[config.mk]
export PLATFORM = sky130hd
export DESIGN_NAME = uart_bus_master
export DESIGN_NICKNAME = d
export VERILOG_FILES = /design/src/rtl/uart_bus_master.sv
export SDC_FILE = /design/constraint.sdc
export NUM_CORES = 1
export LEC_CHECK = 0
export BUFFER_PORTS_ARGS = -buffer_cell sky130_fd_sc_hd__buf_2
export CAP_MARGIN = 10
export CORE_MARGIN = 3
export CORE_UTILIZATION = 45
export CTS_CLUSTER_DIAMETER = 30
export DETAILED_ROUTE_END_ITERATION = 6
export PLACE_DENSITY_LB_ADDON = 0.12
export SLEW_MARGIN = 25
export SYNTH_ARGS = -nofsm -noshare
export SYNTH_HDL_FRONTEND = slang
export SYNTH_SLANG_ARGS = --single-unit
[constraint.sdc]
create_clock -name clk -period 3.1 [get_ports clk]
set_input_delay 0.31 -clock clk [delete_from_list [all_inputs] [get_ports clk]]
set_output_delay 0.31 -clock clk [all_outputs]
set_load 0.02 [all_outputs]
[src/rtl/uart_bus_master.sv]
// UART-driven bus initiator: parses write/read command packets from a serial line,
// runs them as 32-bit memory bus transactions and answers on its own transmitter.
module uart_bus_master #(
    parameter int BAUD_DIVIDER = 694,
    parameter int BUS_TIMEOUT  = 1023,
    parameter int BYTE_TIMEOUT = 1000000
) (
    input  logic        clk,
    input  logic        resetn,
    input  logic        uart_rxd,
    output logic        uart_txd,
    output logic        mem_valid,
    output logic        mem_instr,
    output logic [3:0]  mem_wstrb,
    output logic [31:0] mem_addr,
    output logic [31:0] mem_wdata,
    input  logic        mem_ready,
    input  logic [31:0] mem_rdata,
    output logic        busy
);
    // state  | meaning
    // IDLE   | waiting for a command byte
    // CMD    | decode the latched command byte
    // ADDR   | collecting A0..A3
    // DATA   | collecting D0..D3 (writes only)
    // BUS    | mem_valid high, waiting for mem_ready or timeout
    // RESP   | sending response bytes, held until the last stop bit ends
    typedef enum logic [2:0] {S_IDLE, S_CMD, S_ADDR, S_DATA, S_BUS, S_RESP} state_t;

    localparam int BW   = $clog2(BAUD_DIVIDER + 1);
    localparam int TMAX = (BYTE_TIMEOUT > BUS_TIMEOUT) ? BYTE_TIMEOUT : BUS_TIMEOUT;
    localparam int TW   = $clog2(TMAX + 1);
    localparam logic [BW-1:0] BAUD_FULL = BW'(BAUD_DIVIDER);
    localparam logic [BW-1:0] BAUD_HALF = BW'(BAUD_DIVIDER / 2);
    localparam logic [TW-1:0] BUS_LOAD  = TW'(BUS_TIMEOUT - 1);
    localparam logic [TW-1:0] BYTE_LOAD = TW'(BYTE_TIMEOUT - 1);
    localparam logic [7:0] CMD_WRITE = 8'h57;
    localparam logic [7:0] CMD_READ  = 8'h52;

    state_t          state, state_n;
    logic            rxd_m, rxd_s, rxd_q;
    logic            rx_active, rx_strobe, rx_ferr;
    logic [BW-1:0]   rx_cnt;
    logic [3:0]      rx_bit;
    logic [7:0]      rx_shift;
    logic            tx_active, tx_start, tx_last, tx_ready;
    logic [BW-1:0]   tx_cnt;
    logic [3:0]      tx_bit;
    logic [9:0]      tx_shift;
    logic [7:0]      cmd_byte;
    logic            is_write;
    logic [1:0]      byte_cnt;
    logic [TW-1:0]   tmr, tmr_val;
    logic            tmr_load, resp_load;
    logic [31:0]     resp_data, resp_val;
    logic [2:0]      resp_cnt, resp_len;

    assign mem_instr = 1'b0;

    always_ff @(posedge clk or negedge resetn) begin
        if (!resetn) {rxd_m, rxd_s, rxd_q} <= 3'b111;
        else         {rxd_m, rxd_s, rxd_q} <= {uart_rxd, rxd_m, rxd_s};
    end

    // Receiver: bit 0 is the start sample, bits 1..8 data, bit 9 stop.
    always_ff @(posedge clk or negedge resetn) begin
        if (!resetn) begin
            rx_active <= 1'b0;
            rx_cnt    <= '0;
            rx_bit    <= '0;
            rx_shift  <= '0;
            rx_strobe <= 1'b0;
            rx_ferr   <= 1'b0;
        end else begin
            rx_strobe <= 1'b0;
            rx_ferr   <= 1'b0;
            if (!rx_active) begin
                if (rxd_q && !rxd_s) begin
                    rx_active <= 1'b1;
                    rx_cnt    <= BAUD_HALF;
                    rx_bit    <= '0;
                end
            end else if (rx_cnt != '0) begin
                rx_cnt <= rx_cnt - BW'(1);
            end else begin
                rx_cnt <= BAUD_FULL;
                rx_bit <= rx_bit + 4'd1;
                if (rx_bit == 4'd0) begin
                    if (rxd_s) rx_active <= 1'b0;
                end else if (rx_bit == 4'd9) begin
                    rx_active <= 1'b0;
                    rx_strobe <= rxd_s;
                    rx_ferr   <= !rxd_s;
                end else begin
                    rx_shift <= {rxd_s, rx_shift[7:1]};
                end
            end
        end
    end

    // A new byte may be loaded on the last stop-bit cycle so responses go out gap-free.
    assign tx_last  = tx_active && (tx_cnt == '0) && (tx_bit == 4'd9);
    assign tx_ready = !tx_active || tx_last;
    assign uart_txd = tx_shift[0];

    always_ff @(posedge clk or negedge resetn) begin
        if (!resetn) begin
            tx_active <= 1'b0;
            tx_cnt    <= '0;
            tx_bit    <= '0;
            tx_shift  <= '1;
        end else if (tx_start) begin
            tx_active <= 1'b1;
            tx_cnt    <= BAUD_FULL;
            tx_bit    <= '0;
            tx_shift  <= {1'b1, resp_data[7:0], 1'b0};
        end else if (tx_active) begin
            if (tx_cnt != '0) begin
                tx_cnt <= tx_cnt - BW'(1);
            end else if (tx_bit == 4'd9) begin
                tx_active <= 1'b0;
            end else begin
                tx_cnt   <= BAUD_FULL;
                tx_bit   <= tx_bit + 4'd1;
                tx_shift <= {1'b1, tx_shift[9:1]};
            end
        end
    end

    always_ff @(posedge clk or negedge resetn) begin
        if (!resetn) state <= S_IDLE;
        else         state <= state_n;
    end

    always_comb begin
        state_n   = state;
        tx_start  = 1'b0;
        tmr_load  = 1'b0;
        tmr_val   = BYTE_LOAD;
        resp_load = 1'b0;
        resp_val  = 32'h15;
        resp_len  = 3'd1;
        case (state)
            S_IDLE: if (rx_strobe) begin
                state_n  = S_CMD;
                tmr_load = 1'b1;
            end
            S_CMD: begin
                if (cmd_byte == CMD_WRITE || cmd_byte == CMD_READ) begin
                    state_n = S_ADDR;
                end else begin
                    state_n   = S_RESP;
                    resp_load = 1'b1;
                end
            end
            S_ADDR, S_DATA: begin
                if (rx_ferr || (!rx_strobe && tmr == '0)) begin
                    state_n = S_IDLE;
                end else if (rx_strobe) begin
                    tmr_load = 1'b1;
                    if (byte_cnt == 2'd3) begin
                        if (state == S_ADDR && is_write) begin
                            state_n = S_DATA;
                        end else begin
                            state_n = S_BUS;
                            tmr_val = BUS_LOAD;
                        end
                    end
                end
            end
            S_BUS: begin
                if (mem_ready) begin
                    state_n   = S_RESP;
                    resp_load = 1'b1;
                    resp_val  = is_write ? 32'h06 : mem_rdata;
                    resp_len  = is_write ? 3'd1 : 3'd4;
                end else if (tmr == '0) begin
                    state_n   = S_RESP;
                    resp_load = 1'b1;
                end
            end
            S_RESP: begin
                if (resp_cnt != 3'd0) tx_start = tx_ready;
                else if (tx_last)     state_n  = S_IDLE;
            end
            default: state_n = S_IDLE;
        endcase
    end

    always_ff @(posedge clk or negedge resetn) begin
        if (!resetn) begin
            cmd_byte  <= '0;
            is_write  <= 1'b0;
            byte_cnt  <= '0;
            mem_addr  <= '0;
            mem_wdata <= '0;
            tmr       <= '0;
            resp_data <= '0;
            resp_cnt  <= '0;
            mem_valid <= 1'b0;
            mem_wstrb <= '0;
            busy      <= 1'b0;
        end else begin
            mem_valid <= (state_n == S_BUS);
            mem_wstrb <= (state_n == S_BUS && is_write) ? 4'hF : 4'h0;
            busy      <= (state_n != S_IDLE);
            if (tmr_load)        tmr <= tmr_val;
            else if (tmr != '0)  tmr <= tmr - TW'(1);
            if (state == S_IDLE && rx_strobe) cmd_byte <= rx_shift;
            if (state == S_CMD) begin
                is_write <= (cmd_byte == CMD_WRITE);
                byte_cnt <= '0;
            end
            if (rx_strobe && state == S_ADDR) begin
                mem_addr <= {rx_shift, mem_addr[31:8]};
                byte_cnt <= byte_cnt + 2'd1;
            end
            if (rx_strobe && state == S_DATA) begin
                mem_wdata <= {rx_shift, mem_wdata[31:8]};
                byte_cnt  <= byte_cnt + 2'd1;
            end
            if (resp_load) begin
                resp_data <= resp_val;
                resp_cnt  <= resp_len;
            end else if (tx_start) begin
                resp_data <= {8'h00, resp_data[31:8]};
                resp_cnt  <= resp_cnt - 3'd1;
            end
        end
    end
endmodule

### Yosys cells after proc, flatten, opt, wreduce, memory -nomap -nowiden

Index checks and enable logic that the tools add are counted.

* bits of input ports: 36
* logic and storage cells: 161
* bits in registers: 192
* output and inout port bits: 72

* bitwise gates (word level): 3
* reduce and logical (&&, ||, !) cells: 34
* equal/unequal tests: 15
* add/sub/neg operators: 7
* muxes and demuxes: 77

Operators with widths (count)
* 32-bit 2-to-1 mux: 5
* 20-bit 2-to-1 mux: 7
* 10-bit 2-to-1 mux: 11
* 3-bit 2-to-1 mux: 15
* 4-bit 2-to-1 mux: 8
* 1-bit 2-to-1 mux: 25
* 20-bit zero test: 1
* 10-bit nonzero test: 2
* 20-bit nonzero test: 1
* 10-bit by 1-bit subtractor with 10-bit output (second input constant): 2
* 20-bit by 1-bit subtractor with 20-bit output (second input constant): 1
* 8-bit by 7-bit == test with 1-bit output (second input constant): 2
* 3-bit case mux with 5 select lines: 1
* 10-bit zero test: 1
* 3-bit == test (second input constant): 3
* 1-bit logical AND: 9
* 3-bit nonzero test: 3
* 4-bit by 1-bit adder with 4-bit output (second input constant): 2
* 4-bit == test (second input constant): 2
* 2-bit nonzero test: 4
* 3-bit by 2-bit == test with 1-bit output (second input constant): 2
* 2-bit 2-to-1 mux: 3
* 2-bit != test (second input constant): 3
* 4-bit zero test: 1
* 14 further kinds: 22

### Logic depth before layout (Yosys ltp)

* word-level depth: 10
* mapped depth: 10
* gate-level depth less buffers: 8

### Least setup slack after synthesis

No wires, ideal clock.

* kind: flip-flop to flip-flop
* start: reg tmr[0]
* end: reg resp_data[1]
* cell stages (with the launch flop): 11
* data required time: 2.979 ns
* setup slack: 0.631 ns
* period minus slack after synthesis: 2.469 ns
* library setup time: 0.121 ns
* path buffers: 3
* arrival time: 2.348 ns
* path through: dfrtp_1 -> inv_1 -> ha_1 -> or4b_1 -> or4_1 -> buf_2 -> nor3_4 -> buf_6 -> buf_6 -> nor3_1 -> o22a_1

* word-level cells in the longest chain between the ends: 5
* elaborated cells between the ends (all ways): 6
* those cells by class: 4 x mux; 2 x reduce/logical

RTL lines
* from (decl): line 53 `logic [TW-1:0] tmr, tmr_val;`
* from (signal assigned): line 207 `if (tmr_load) tmr <= tmr_val;`
* from (signal assigned): line 208 `else if (tmr != '0) tmr <= tmr - TW'(1);`
* 20-bit zero test (*): line 177 `end else if (tmr == '0) begin`
* 1-bit 2-to-1 mux (*): line 177
* 1-bit 2-to-1 mux (*): line 172 `if (mem_ready) begin`
* 1-bit case mux with 2 select lines (*): line 143 `case (state)`
* 32-bit 2-to-1 mux / 2-bit nonzero test (equally long branches)
* to (signal assigned): line 223 `resp_data <= resp_val;`
* to (signal assigned): line 226 `resp_data <= {8'h00, resp_data[31:8]};`
* to (decl): line 55 `logic [31:0] resp_data, resp_val;`

Mark *: on every way between the ends. The rest lies on a longest branch, timed or not.
A chain may end at the register's enable or synchronous reset.

### Worst setup path in the final report

* start: reg tmr[0]
* end: reg resp_cnt[2]

* word-level cells in the longest chain between the ends: 5
* elaborated cells between the ends (all ways): 6
* those cells by class: 4 x mux; 2 x reduce/logical

RTL lines
* 20-bit zero test (*): line 177
* 1-bit 2-to-1 mux (*): line 177
* 1-bit 2-to-1 mux (*): line 172
* 1-bit case mux with 2 select lines (*): line 143
* 3-bit 2-to-1 mux / 2-bit nonzero test (equally long branches)
* to (signal assigned): line 224 `resp_cnt <= resp_len;`
* to (signal assigned): line 227 `resp_cnt <= resp_cnt - 3'd1;`
* to (decl): line 56 `logic [2:0] resp_cnt, resp_len;`

Marks and branches as above.

==> results.json <==
{
  "postSynthCellCount": 748,
  "postLayoutCoreUtil_pct": 54.7,
  "min_to": "resp_data[29]",
  "antenna_left": 0,
  "maxCapViolations": 0,
  "yosysSeqAreaShare_pct": 55.2,
  "muxShareOfSynthArea_pct": 11.7,
  "synth_area_um2": 8550,
  "yosys.area.top_type": "dfrtp_1",
  "io_pins": 108,
  "insertion_delay_ns": 0.43,
  "synth-warning-count": 0,
  "chipWidth_um": 144,
  "wl_um": 18400,
  "track_usage_pct": 18.2,
  "max-vdd-ir-drop_mv": 0.349,
  "rsz0062_at_grt": "no",
  "cts.sinks": 188,
  "finalCritPeriodShare_pct": 86.6,
  "critPathBufInv": 2,
  "cts_tree": "built",
  "p_leak_nw": 5.06,
  "via_per_inst": 5.60,
  "worstMarginPinSlew_ns": 0.801,
  "htree_levels": 4,
  "fillers": 1592,
  "synth_xor_area_share_pct": 2.77,
  "slowest_delay_ns": 0.53,
  "port_buffers": 106,
  "grt_max_degree": 95,
  "synth_edf_count": 0,
  "ys_top_cells_by_count": "176 x dfrtp_1, 81 x mux2_2, 43 x inv_1, 43 x o21ai_0",
  "synth_top_family_by_area": "compound AO/OA/AOI/OAI gates",
  "yosysMostFrequentCell": "dfrtp_1",
  "wl_per_cell_um": 16.8,
  "synthTopCellsByArea": "dfrtp_1 52%, mux2_2 11%, dfstp_2 3.7%",
  "setup_tns_ns": 0,
  "fp.coreArea_um2": 18300,
  "synthFlopType": "dfrtp_1",
  "dr_total_vias": 6127,
  "path_clk_slew_ns": 0.08,
  "nNetsFinal": 901,
  "dp.final_hpwl_um": 12500,
  "hold_violations": 0,
  "crit_path_end_kind": "flop",
  "reg2reg_slack_ns": 0.42,
  "drc_errors": 0,
  "hold_start": "mem_rdata[29]",
  "reg2reg_depth": 8,
  "synth_fa_ha_area_share_pct": 1.76,
  "power_w": 0.00527,
  "synth_compound_area_share_pct": 12.9,
  "fin_worst_skew_ns": 0.0122,
  "cp_slowest_cell": "or4b_1",
  "path_max_fanout": 11,
  "r2r-end": "resp_cnt[2]",
  "drive_gt1_share_pct": 30.1,
  "area_delta_synth_final_pct": 17.4,
  "drt-initial-drc-count": 373,
  "die_h_um": 144,
  "grt_pass1_vias": 6226,
  "postSynthAreaPerCell_um2": 11.4,
  "grt_pass1_wl_um": 30500,
  "cp_data_arrival_time_ns": 3.02,
  "synth_nets": 796,
  "cts_buffers": 17,
  "start_util_pct": 46.6,
  "antenna_cells": 0,
  "synth_seq_cells": 188,
  "first_pass_iters": 5,
  "timing.fmax_mhz": 373,
  "start_kind": "flop",
  "r2r_start": "tmr[0]",
  "setup_viol_count_final": 0,
  "period_needed_ns": 2.68,
  "whs_path_depth": 2,
  "overflow": 0,
  "antenna_found_initial": 0,
  "synth-simple-area-share_pct": 11.3,
  "wl_met2_um": 9140,
  "synthDistinctLibCells": 64,
  "drv_slew": 0,
  "cts_root_buf": "clkbuf_16",
  "gp_congestion": 0.805,
  "dp_cells": 1061,
  "path_cells": "inv_1 > ha_1 > or4b_1 > or4_1 > nor3_4 > buf_4 > nor2_1 > a221oi_2",
  "wl_met1_um": 8250,
  "dr_wl_met3_um": 799,
  "row_count": 49,
  "worstPathRequired_ns": 3.44,
  "async_reset_ff_share_pct": 100,
  "outcome": "completed",
  "hold_path_class": "input pin to flop",
  "clock_path_buffers": 2,
  "critPathTopFamily": "simple AND/OR/NAND/NOR gates",
  "synth_top_area_share_pct": 51.5,
  "stdcell_count": 1095,
  "powerDensity_nw_per_um2": 525,
  "slew_headroom_pct": 46.6,
  "crit_type": "flop to flop",
  "highest_layer": "met4",
  "die-area_um2": 20700,
  "post-cts-setup-buffer-count": 0
}
## area by class of cell
class	count	area, µm²	share of cell area, %
multi-input combinational	476	3480	34.7
sequential	188	4720	47.0
tap	229	287	2.86
clock buffer	18	439	4.38
clock inverter	14	220	2.19
inverter	43	161	1.61
timing repair buffer	127	727	7.24
## how the worst max path moves through the flow
stage               startpoint            end  slack [ns]  cells past startpoint
global placement     tx_bit[0]  resp_data[31]        0.47                      6
global route            tmr[0]         tmr[1]        0.29                      8
finish                  tmr[0]    resp_cnt[2]        0.42                      8
detailed placement      tmr[0]    resp_cnt[2]        0.42                      8
floorplan               tmr[0]   resp_data[1]        0.63                     10
CTS                     tmr[0]    resp_cnt[2]        0.41                      8
## per-stage QoR
stage	cell area (µm²)	hold slack, ns	worst slack (ns)
detailed placement	9360	0.353	0.420
CTS	10000	0.0791	0.405
finish	10000	0.0964	0.416
global placement	9350	0.346	0.465
floorplan	8550	0.0144	0.631
global route	10000	0.0881	0.285
## layer usage
metal  global-route usage [%]  vias to the layer above
li1                         -                     2902
met1                     23.7                     3096
met2                     30.3                      111
met3                     5.09                       18
met4                     4.41                        0
met5                        0                        -
## cells by family after synthesis
logic type	count (synthesis)
xor+xnor	27
flops	188
compound gates	159
mux	90
simple gates	187
other cells	1
fa+ha+maj	12
buf+inv	84
## cell usage in the layout (no fill, tap or decap), drive strengths merged, types with 19 or more instances in the layout
cell type and instances:
nor3 41, o21ai 45, inv 49, o32ai 20
dfrtp 176, nor2 40, nand2 37, clkbuf 19
mux2 81, o21a 21, buf 124
## where the power goes
part           switching [W]  internal, W  total, W
clock network        0.00104      0.00134   0.00238
logic               0.000162     0.000137  0.000299
registers          0.0000714      0.00252   0.00259
## state kept, by name (all words and copies together), names as in the netlist, 8 cells and up
name and count:
rx_shift 8, mem_wdata 32, rx_cnt 10, tx_cnt 10
resp_data 32, tx_shift 9, cmd_byte 8, mem_addr 32
tmr 20
## timing repair
action                                 in CTS  in global routing
setup endpoints to repair                   0                  0
endpoints found under the hold margin       2                  0
hold buffers                                2                  0
resized for setup                           0                  0
Power figures use the tool's default switching activity.
